### src/rtl/game_sequencer.sv
// -----------------------------------------------------------------------------
// game_sequencer
// Control FSM for a three-button "whack the front monster" game. It keeps a
// six-deep shadow of the picture queue held in the external datapath, requests
// random monster types to keep that queue full, judges button presses against
// the front monster, and drives load/shift/clear strobes for the datapath.
//
// Ports
//   clk          system clock, rising edge
//   rst          asynchronous active-low reset
//   btn1..btn3   one-cycle debounced press pulses
//   start        one-cycle pulse, starts/restarts a game from IDLE or FINISH
//   rnd_valid    rnd_num valid this cycle
//   rnd_num      random monster type (3 is rejected)
//   need_random  request to the random generator
//   load         write load_type into datapath slot 5
//   load_type    monster type for the tail slot
//   shift        advance the datapath queue one slot toward slot 0
//   clear        zero all datapath picture registers
//   front_type   type of the monster in slot 0 (0 when queue empty)
//   score        hit counter, saturates at 255
//   misses       miss counter
//   gameover     high while in FINISH
//   state        current FSM state
// -----------------------------------------------------------------------------
// state  | meaning
// IDLE   | after reset, waiting for start
// READY  | filling the queue with six monsters
// GAMING | judging presses against the front monster, refilling as it drains
// FINISH | miss limit reached, waiting for start
// -----------------------------------------------------------------------------
`timescale 1ns/1ps
module game_sequencer #(
  parameter logic [23:0] TIMEOUT  = 24'd12_000_000,
  parameter logic [1:0]  MAX_MISS = 2'd3
) (
  input  logic       clk,
  input  logic       rst,
  input  logic       btn1,
  input  logic       btn2,
  input  logic       btn3,
  input  logic       start,
  input  logic       rnd_valid,
  input  logic [1:0] rnd_num,
  output logic       need_random,
  output logic       load,
  output logic [1:0] load_type,
  output logic       shift,
  output logic       clear,
  output logic [1:0] front_type,
  output logic [7:0] score,
  output logic [1:0] misses,
  output logic       gameover,
  output logic [1:0] state
);

  typedef enum logic [1:0] {
    ST_IDLE   = 2'd0,
    ST_READY  = 2'd1,
    ST_GAMING = 2'd2,
    ST_FINISH = 2'd3
  } state_t;

  state_t      r_state, w_state_next;
  logic [1:0]  r_q [6];
  logic [1:0]  w_q_upd [6];
  logic [1:0]  w_q_next [6];
  logic [2:0]  r_cnt, w_cnt_mid, w_cnt_upd, w_cnt_next;
  logic [23:0] r_timer, w_timer_next;
  logic [7:0]  r_score, w_score_next;
  logic [1:0]  r_misses, w_misses_next;
  logic        r_load, w_load_next;
  logic [1:0]  r_load_type, w_load_type_next;
  logic        r_shift, w_shift_next;
  logic        r_shift_d;
  logic        r_clear, w_clear_next;
  logic        w_flush;

  logic        w_active, w_need, w_accept;
  logic        w_judge, w_hit, w_miss, w_timeout, w_btn_sel, w_last_miss;
  logic [1:0]  w_nbtn, w_front;
  logic [2:0]  w_occ;

  assign w_front   = (r_cnt == 3'd0) ? 2'd0 : r_q[0];
  assign w_active  = (r_state == ST_READY) || (r_state == ST_GAMING);
  // a registered load not yet applied already owns a slot
  assign w_occ     = r_cnt + {2'b00, r_load};
  assign w_need    = w_active && (w_occ < 3'd6);
  assign w_accept  = w_need && rnd_valid && (rnd_num != 2'd3);

  assign w_nbtn    = {1'b0, btn1} + {1'b0, btn2} + {1'b0, btn3};
  always_comb begin
    w_btn_sel = 1'b0;
    case (w_front)
      2'd0:    w_btn_sel = btn1;
      2'd1:    w_btn_sel = btn2;
      2'd2:    w_btn_sel = btn3;
      default: w_btn_sel = 1'b0;
    endcase
  end

  // While a shift is in flight (and the cycle after) slot 0 still shows or has
  // just replaced the judged monster, so presses there are not judged.
  assign w_judge     = (r_state == ST_GAMING) && (r_cnt != 3'd0) && !r_shift && !r_shift_d;
  assign w_timeout   = (r_timer == TIMEOUT - 24'd1);
  assign w_hit       = w_judge && (w_nbtn == 2'd1) && w_btn_sel;
  assign w_miss      = w_judge && !w_hit && ((w_nbtn != 2'd0) || w_timeout);
  assign w_last_miss = ((r_misses + 2'd1) == MAX_MISS);

  // Shadow queue follows the datapath: pop on shift first, then append the load.
  always_comb begin
    w_q_upd   = r_q;
    w_cnt_mid = r_cnt;
    if (r_shift) begin
      for (int i = 0; i < 5; i++) w_q_upd[i] = r_q[i+1];
      w_q_upd[5] = 2'd0;
      w_cnt_mid  = r_cnt - 3'd1;
    end
    w_cnt_upd = w_cnt_mid;
    if (r_load) begin
      for (int i = 0; i < 6; i++) begin
        if (w_cnt_mid == 3'(i)) w_q_upd[i] = r_load_type;
      end
      w_cnt_upd = w_cnt_mid + 3'd1;
    end
  end

  always_comb begin
    w_state_next     = r_state;
    w_q_next         = w_q_upd;
    w_cnt_next       = w_cnt_upd;
    w_timer_next     = r_timer;
    w_score_next     = r_score;
    w_misses_next    = r_misses;
    w_load_next      = w_accept;
    w_load_type_next = w_accept ? rnd_num : 2'd0;
    w_shift_next     = 1'b0;
    w_clear_next     = 1'b0;
    w_flush          = 1'b0;

    case (r_state)
      ST_IDLE: begin
        w_timer_next = 24'd0;
        if (start) begin
          w_state_next  = ST_READY;
          w_score_next  = 8'd0;
          w_misses_next = 2'd0;
          w_load_next   = 1'b0;
          w_flush       = 1'b1;
        end
      end
      ST_READY: begin
        w_timer_next = 24'd0;
        if (w_cnt_upd == 3'd6) w_state_next = ST_GAMING;
      end
      ST_GAMING: begin
        if (w_hit) begin
          w_score_next = (r_score == 8'hFF) ? r_score : r_score + 8'd1;
          w_shift_next = 1'b1;
          w_timer_next = 24'd0;
        end else if (w_miss) begin
          w_misses_next = r_misses + 2'd1;
          w_timer_next  = 24'd0;
          if (w_last_miss) begin
            w_state_next     = ST_FINISH;
            w_clear_next     = 1'b1;
            w_load_next      = 1'b0;
            w_load_type_next = 2'd0;
            w_flush          = 1'b1;
          end else begin
            w_shift_next = 1'b1;
          end
        end else if (r_shift || (r_cnt == 3'd0)) begin
          w_timer_next = 24'd0;
        end else begin
          w_timer_next = r_timer + 24'd1;
        end
      end
      ST_FINISH: begin
        w_timer_next = 24'd0;
        if (start) begin
          w_state_next  = ST_READY;
          w_score_next  = 8'd0;
          w_misses_next = 2'd0;
          w_clear_next  = 1'b1;
          w_flush       = 1'b1;
        end
      end
      default: w_state_next = ST_IDLE;
    endcase

    if (w_flush) begin
      for (int i = 0; i < 6; i++) w_q_next[i] = 2'd0;
      w_cnt_next = 3'd0;
    end
  end

  always_ff @(posedge clk or negedge rst) begin
    if (!rst) begin
      r_state     <= ST_IDLE;
      for (int i = 0; i < 6; i++) r_q[i] <= 2'd0;
      r_cnt       <= 3'd0;
      r_timer     <= 24'd0;
      r_score     <= 8'd0;
      r_misses    <= 2'd0;
      r_load      <= 1'b0;
      r_load_type <= 2'd0;
      r_shift     <= 1'b0;
      r_shift_d   <= 1'b0;
      r_clear     <= 1'b0;
    end else begin
      r_state     <= w_state_next;
      r_q         <= w_q_next;
      r_cnt       <= w_cnt_next;
      r_timer     <= w_timer_next;
      r_score     <= w_score_next;
      r_misses    <= w_misses_next;
      r_load      <= w_load_next;
      r_load_type <= w_load_type_next;
      r_shift     <= w_shift_next;
      r_shift_d   <= r_shift;
      r_clear     <= w_clear_next;
    end
  end

  assign need_random = w_need;
  assign load        = r_load;
  assign load_type   = r_load_type;
  assign shift       = r_shift;
  assign clear       = r_clear;
  assign front_type  = w_front;
  assign score       = r_score;
  assign misses      = r_misses;
  assign gameover    = (r_state == ST_FINISH);
  assign state       = r_state;

endmodule

### config.mk
export PLATFORM = sky130hd
export DESIGN_NAME = game_sequencer
export DESIGN_NICKNAME = d
export VERILOG_FILES = /design/src/rtl/game_sequencer.sv
export SDC_FILE = /design/constraint.sdc
export NUM_CORES = 1
export LEC_CHECK = 0
export BUFFER_PORTS_ARGS = -buffer_cell sky130_fd_sc_hd__buf_2
export CORE_AREA = 10 10 103 105
export CTS_BUF_LIST = sky130_fd_sc_hd__clkbuf_4 sky130_fd_sc_hd__clkbuf_8
export DETAILED_ROUTE_END_ITERATION = 8
export DIE_AREA = 0 0 113 115
export HOLD_SLACK_MARGIN = 0.15
export PLACE_DENSITY = 0.54
export SETUP_SLACK_MARGIN = 0.2
export SYNTH_ARGS = -nofsm -noshare
export SYNTH_HDL_FRONTEND = slang
export SYNTH_SLANG_ARGS = --single-unit
### constraint.sdc
create_clock -name clk -period 2.34 [get_ports clk]
set_clock_uncertainty 0.15 [all_clocks]
set_input_delay 0.351 -clock clk [delete_from_list [all_inputs] [get_ports clk]]
set_output_delay 0.351 -clock clk [all_outputs]
set_load 0.01 [all_outputs]
## After elaboration in Yosys (flattened, before gate mapping)

Index checks and enable logic that the tools add are counted.

| storage, ports and cells | value |
|---|---|
| bits in registers | 57 |
| input port bits | 9 |
| output and inout bits | 21 |
| word-level logic and storage cells | 128 |

| operators by class | value |
|---|---|
| add/sub/neg operators | 8 |
| magnitude comparators | 1 |
| equality and inequality tests | 23 |
| muxes and demuxes | 52 |
| reduce and logical (&&, ||, !) cells | 28 |

Operators with widths:

| kind | count |
|---|---|
| 24-bit two-way mux | 3 |
| 24-bit case mux with 2 select lines | 1 |
| 2-bit two-way mux | 20 |
| 12-bit two-way mux | 3 |
| 24-bit by 1-bit adder with 24-bit output (second input constant) | 1 |
| 24-bit == test (second input constant) | 1 |
| 8-bit two-way mux | 3 |
| 8-bit case mux with 2 select lines | 1 |
| 1-bit two-way mux | 12 |
| 2-bit != test (second input constant) | 6 |
| 1-bit logical AND | 10 |
| 3-bit == test (second input constant) | 3 |
| 3-bit two-way mux | 3 |
| 8-bit by 1-bit adder with 8-bit output (second input constant) | 1 |
| 2-bit == test (second input constant) | 4 |
| 8-bit == test (second input constant) | 1 |
| 4-bit AND reduction | 2 |
| 2-bit by 1-bit == test with 1-bit output (second input constant) | 3 |
| 3-bit by 2-bit == test with 1-bit output (second input constant) | 2 |
| 3-bit logical NOT | 2 |
| 1-bit case mux with 2 select lines | 3 |
| 2-bit case mux with 3 select lines | 1 |
| 5-bit AND reduction | 1 |
| 2-bit logical NOT | 2 |
| 17 further kinds | 23 |

## Logic depth before layout (Yosys ltp)

| logic depth | value |
|---|---|
| word-level depth | 13 |
| depth in mapped cells | 11 |
| depth with buffers taken out | 11 |

## Worst setup path before layout

No wires, ideal clock.

| path | value |
|---|---|
| path type | flip-flop to flip-flop |
| start | reg r_cnt[0] |
| end | reg r_state[1] (netlist: state[1]) |
| library setup time | 122 ps |
| data arrival time | 2,313 ps |
| data required time | 2,068 ps |
| setup slack | -244 ps |
| cell stages (with the launch flop) | 12 |
| buffers on the path | 0 |
| period minus slack after synthesis | 2,584 ps |
| path through | dfrtp_1 -> inv_1 -> ha_1 -> nand2_1 -> xnor2_1 -> inv_1 -> ha_1 -> nand2_1 -> o21ai_0 -> a311o_1 -> a221o_1 -> a32o_1 |

| on the way | value |
|---|---|
| word-level cells in the longest chain between the ends | 11 |
| elaborated cells on any way between the ends | 24 |
| those cells by class | add/sub (2); eq/ne (6); mux (4); reduce/logical (12) |

RTL lines:

| what | RTL line | source |
|---|---|---|
| start: declaration | 68 | `logic [2:0] r_cnt, w_cnt_mid, w_cnt_upd, w_cnt_next;` |
| start signal: assignment | 214 | `r_cnt <= w_cnt_next;` |
| parallel branches: the longest is 10 deep, another holds 3-bit by 1-bit subtractor with 3-bit output | -- |  |
| 5-bit AND reduction (no source line) * | -- |  |
| end signal: assignment | 212 | `r_state <= w_state_next;` |
| end: declaration | 64 | `state_t r_state, w_state_next;` |

Mark *: on every way between the ends.
A chain may end at the register's enable or synchronous reset.

## Final worst setup path

Same ends and word-level chain as after synthesis.

==> flow_metrics.env <==
export IMPL_status="complete, but fails checks"
export IMPL_violations="setup timing"
export IMPL_combPwrFrac=0.444
export IMPL_r2r_end="state[1]"
export IMPL_crit_fanout=3
export IMPL_dp_cells=498
export IMPL_wl_um=8460
export IMPL_hold_viol=0
export IMPL_cts_htree_levels=3
export IMPL_worstPathRequired_ns=2.41
export IMPL_antenna_found_initial=0
export IMPL_p_clk_frac=0.277
export IMPL_gp_congestion=0.803
export IMPL_syn_avg_cell_area_sq_um=9.63
export IMPL_grt_use_total=0.126
export IMPL_synth_area_sq_um=3280
export IMPL_drv_slew=0
export IMPL_crit_type="flop to flop"
export IMPL_critPathLaunchType="flop"
export IMPL_postRouteAntennaNets=0
export IMPL_p_int_mw=3.02
export IMPL_timing_final_crit_share=1.04
export IMPL_whs_ns=0.378
export IMPL_leakage_nw=2.10
export IMPL_relSlewSlack=0.770
export IMPL_synth_nets=366
export IMPL_reg2reg_depth=10
export IMPL_drc=0
export IMPL_grt_pass1_wl_um=13700
export IMPL_layout_commonest_cell="dfrtp_1"
export IMPL_rsz0062_at_grt="yes"
export IMPL_async_flop_share=1.00
export IMPL_clock_path_buffers=2
export IMPL_synth_area_leaders="dfrtp_1 43%, ha_1 5.7%, xor2_1 4.5%, nor2_1 4.5%, nand3_1 4.4%"
export IMPL_placementRows=34
export IMPL_timing_rr_start="r_cnt[0]"
export IMPL_cts_clk_slew_worst_paths_ns=0.07
export IMPL_ys_flop_type="dfrtp_1"
export IMPL_rrSetupSlack_ns=-0.1
export IMPL_layout_nets=449
export IMPL_diodes=0
export IMPL_switchingPower_mw=1.60
export IMPL_drive_gt1_frac=0.429
export IMPL_numPortBuffers=29
export IMPL_routed_via_count=2832
export IMPL_clockRootBuffer="clkbuf_8"
export IMPL_grt_max_degree=58
export IMPL_finalSetupViolations=2
export IMPL_critPathArrivalTime_ns=2.51
export IMPL_ys_seq_area_frac=0.434
export IMPL_vias_per_cell=5.27
export IMPL_dieWidth_um=113
export IMPL_setup_slack_ns=-0.0950
export IMPL_drtIter0Drc=82
export IMPL_critPathLaunch="r_cnt[0]"
export IMPL_ys_warn_count=0
export IMPL_synth_top_cell_area_share=0.434
export IMPL_first_global_vias=2791
export IMPL_crit_path_end_kind="flop"
export IMPL_dp_hpwl_um=5350
export IMPL_worstMarginPinSlew_ns=0.345
export IMPL_final_cell_mix="56 x dfrtp_1, 37 x buf_4, 29 x buf_2"
export IMPL_first_pass_iters=4
export IMPL_vdd_drop_max_uv=438
export IMPL_p_seq_frac=0.279
export IMPL_io_pins=30
export IMPL_sw_frac_of_total=0.347
export IMPL_yosysUniqueCellTypes=48
export IMPL_synth_top_cell_by_area="dfrtp_1"
export IMPL_synthCells=341
export IMPL_finalPower_mw=4.62
export IMPL_cts_buffers=9
export IMPL_clock_sinks=57
export IMPL_clkLatencyLatePin_ns=0.34
export IMPL_synth_edf_count=0
export IMPL_chipHeight_um=115
export IMPL_initial_core_util=0.384
export IMPL_fin_util=0.569
export IMPL_die_area_sq_um=13000
export IMPL_synth_seq_cells=57
export IMPL_cts_tree="done"
export IMPL_crit_end="state[1]"
export IMPL_max_freq_mhz=411
export IMPL_min_period_ns=2.44
export IMPL_cap_viol_max_count=0
export IMPL_final_cells=537
export IMPL_area_growth_pct=48.3
export IMPL_coreArea_sq_um=8550
export IMPL_hold_class="input pin to async pin"
export IMPL_wl_per_cell_um=15.7
export IMPL_p_per_area_nw_per_um2=949
export IMPL_grt_overflow_total=0
## worst min path at each step
stage,start,endpoint,slack [ns],cells after the start
2_1_floorplan,rst,clear,-0.09,0
3_3_place_gp,rst,r_timer[23],0.24,2
3_5_place_dp,rst,r_timer[23],0.24,2
4_1_cts,r_shift_d,shift,0.39,1
5_1_grt,r_shift_d,shift,0.42,1
6_report,rst,r_timer[18],0.38,3
## layer usage
| layer | GRT usage | part of all wire | vias up |
|---|---|---|---|
| li1 | - | - | 1389 |
| met1 | 0.160 | 0.47 | 1393 |
| met2 | 0.200 | 0.49 | 39 |
| met3 | 0.0286 | 0.029 | 11 |
| met4 | 0.0558 | 0.014 | 0 |
| met5 | 0 | 0 | - |
## flip-flops by register name, summed over array words and instances (netlist names)
name and count:
r_cnt 3, shift 1, misses 2, load 1, load_type 2, score 8
clear 1, r_shift_d 1, state 2, r_q 12, r_timer 24
## cell usage after synthesis (2+ instances only)
master / number
nand2b_1: 4
a21oi_1: 8
inv_1: 21
and3_1: 12
ha_1: 15
and2_1: 3
dfrtp_1: 57
o211ai_1: 5
a21boi_0: 6
a311oi_1: 2
a211oi_1: 10
o21ai_0: 10
nor3b_1: 2
nand4b_1: 4
o22ai_1: 2
xor2_1: 17
o221ai_1: 2
clkbuf_1: 10
mux2i_1: 13
buf_2: 5
nand4_1: 8
nor2b_1: 2
and4_1: 2
a21o_1: 4
nand3_1: 29
xnor2_1: 6
a22o_1: 4
nor2_1: 39
nand2_1: 17
or3_1: 4
## repair_timing
action / CTS / global route
cloned: 2 / 3
buffers inserted: 8 / 5
endpoints found under the hold margin: 61 / 0
hold buffers: 5 / 0
pin swaps: 13 / 26
setup endpoints to repair: 31 / 56
gates resized for setup: 41 / 66
## area by class of cell
| type | instances | area [sq um] |
|---|---|---|
| sequential | 57 | 1430 |
| clock buffer | 11 | 151 |
| multi-input combinational | 247 | 2200 |
| clock inverter | 5 | 125 |
| timing repair buffer | 88 | 741 |
| fill | 734 | 3680 |
| inverter | 21 | 86.3 |
| tap | 108 | 135 |
## through the flow
| step | area (sq um) | TNS (ns) | setup WS (ns) |
|---|---|---|---|
| final | 4870 | -0.139 | -0.0950 |
| after global routing | 4870 | -1.16 | -0.183 |
| after CTS | 4500 | -0.113 | -0.113 |
| after detailed placement | 3900 | -2.11 | -0.165 |
| after global placement | 3900 | -1.38 | -0.0983 |
| after floorplan | 3400 | -0.114 | -0.114 |
## logic make-up (layout without fill, tap and decap cells)
| group | after synthesis | after routing | share of synthesized area |
|---|---|---|---|
| AOI/OAI and AO/OA | 61 | 61 | 0.137 |
| adders and majority gates | 16 | 16 | 0.0633 |
| and+or+nand+nor | 133 | 133 | 0.216 |
| xor gates and xnor gates | 23 | 23 | 0.0614 |
| muxes | 14 | 14 | 0.0431 |
| buffers and inverters | 37 | 125 | 0.0442 |
| DFF | 57 | 57 | 0.434 |
## power groups by stage
stage          registers [mW]  logic, mW  clock network [mW]
6_report                 1.29       2.05                1.28
5_1_grt                  1.32       2.23                1.35
4_1_cts                  1.29       1.84                1.31
3_5_place_dp             1.30       1.53                   0
3_3_place_gp             1.31       1.51                   0
2_1_floorplan            1.28      0.978                   0
## critical path, stage by stage, from the launching register on
cell,delay (ns)
dfrtp_1,0.39
inv_2,0.12
ha_4,0.23
a21oi_4,0.16
ha_4,0.17
ha_4,0.20
nand2_2,0.06
o21ai_2,0.06
a311o_1,0.29
a221o_1,0.30
a32o_1,0.20
No activity file was read; power rests on OpenSTA's default activity.
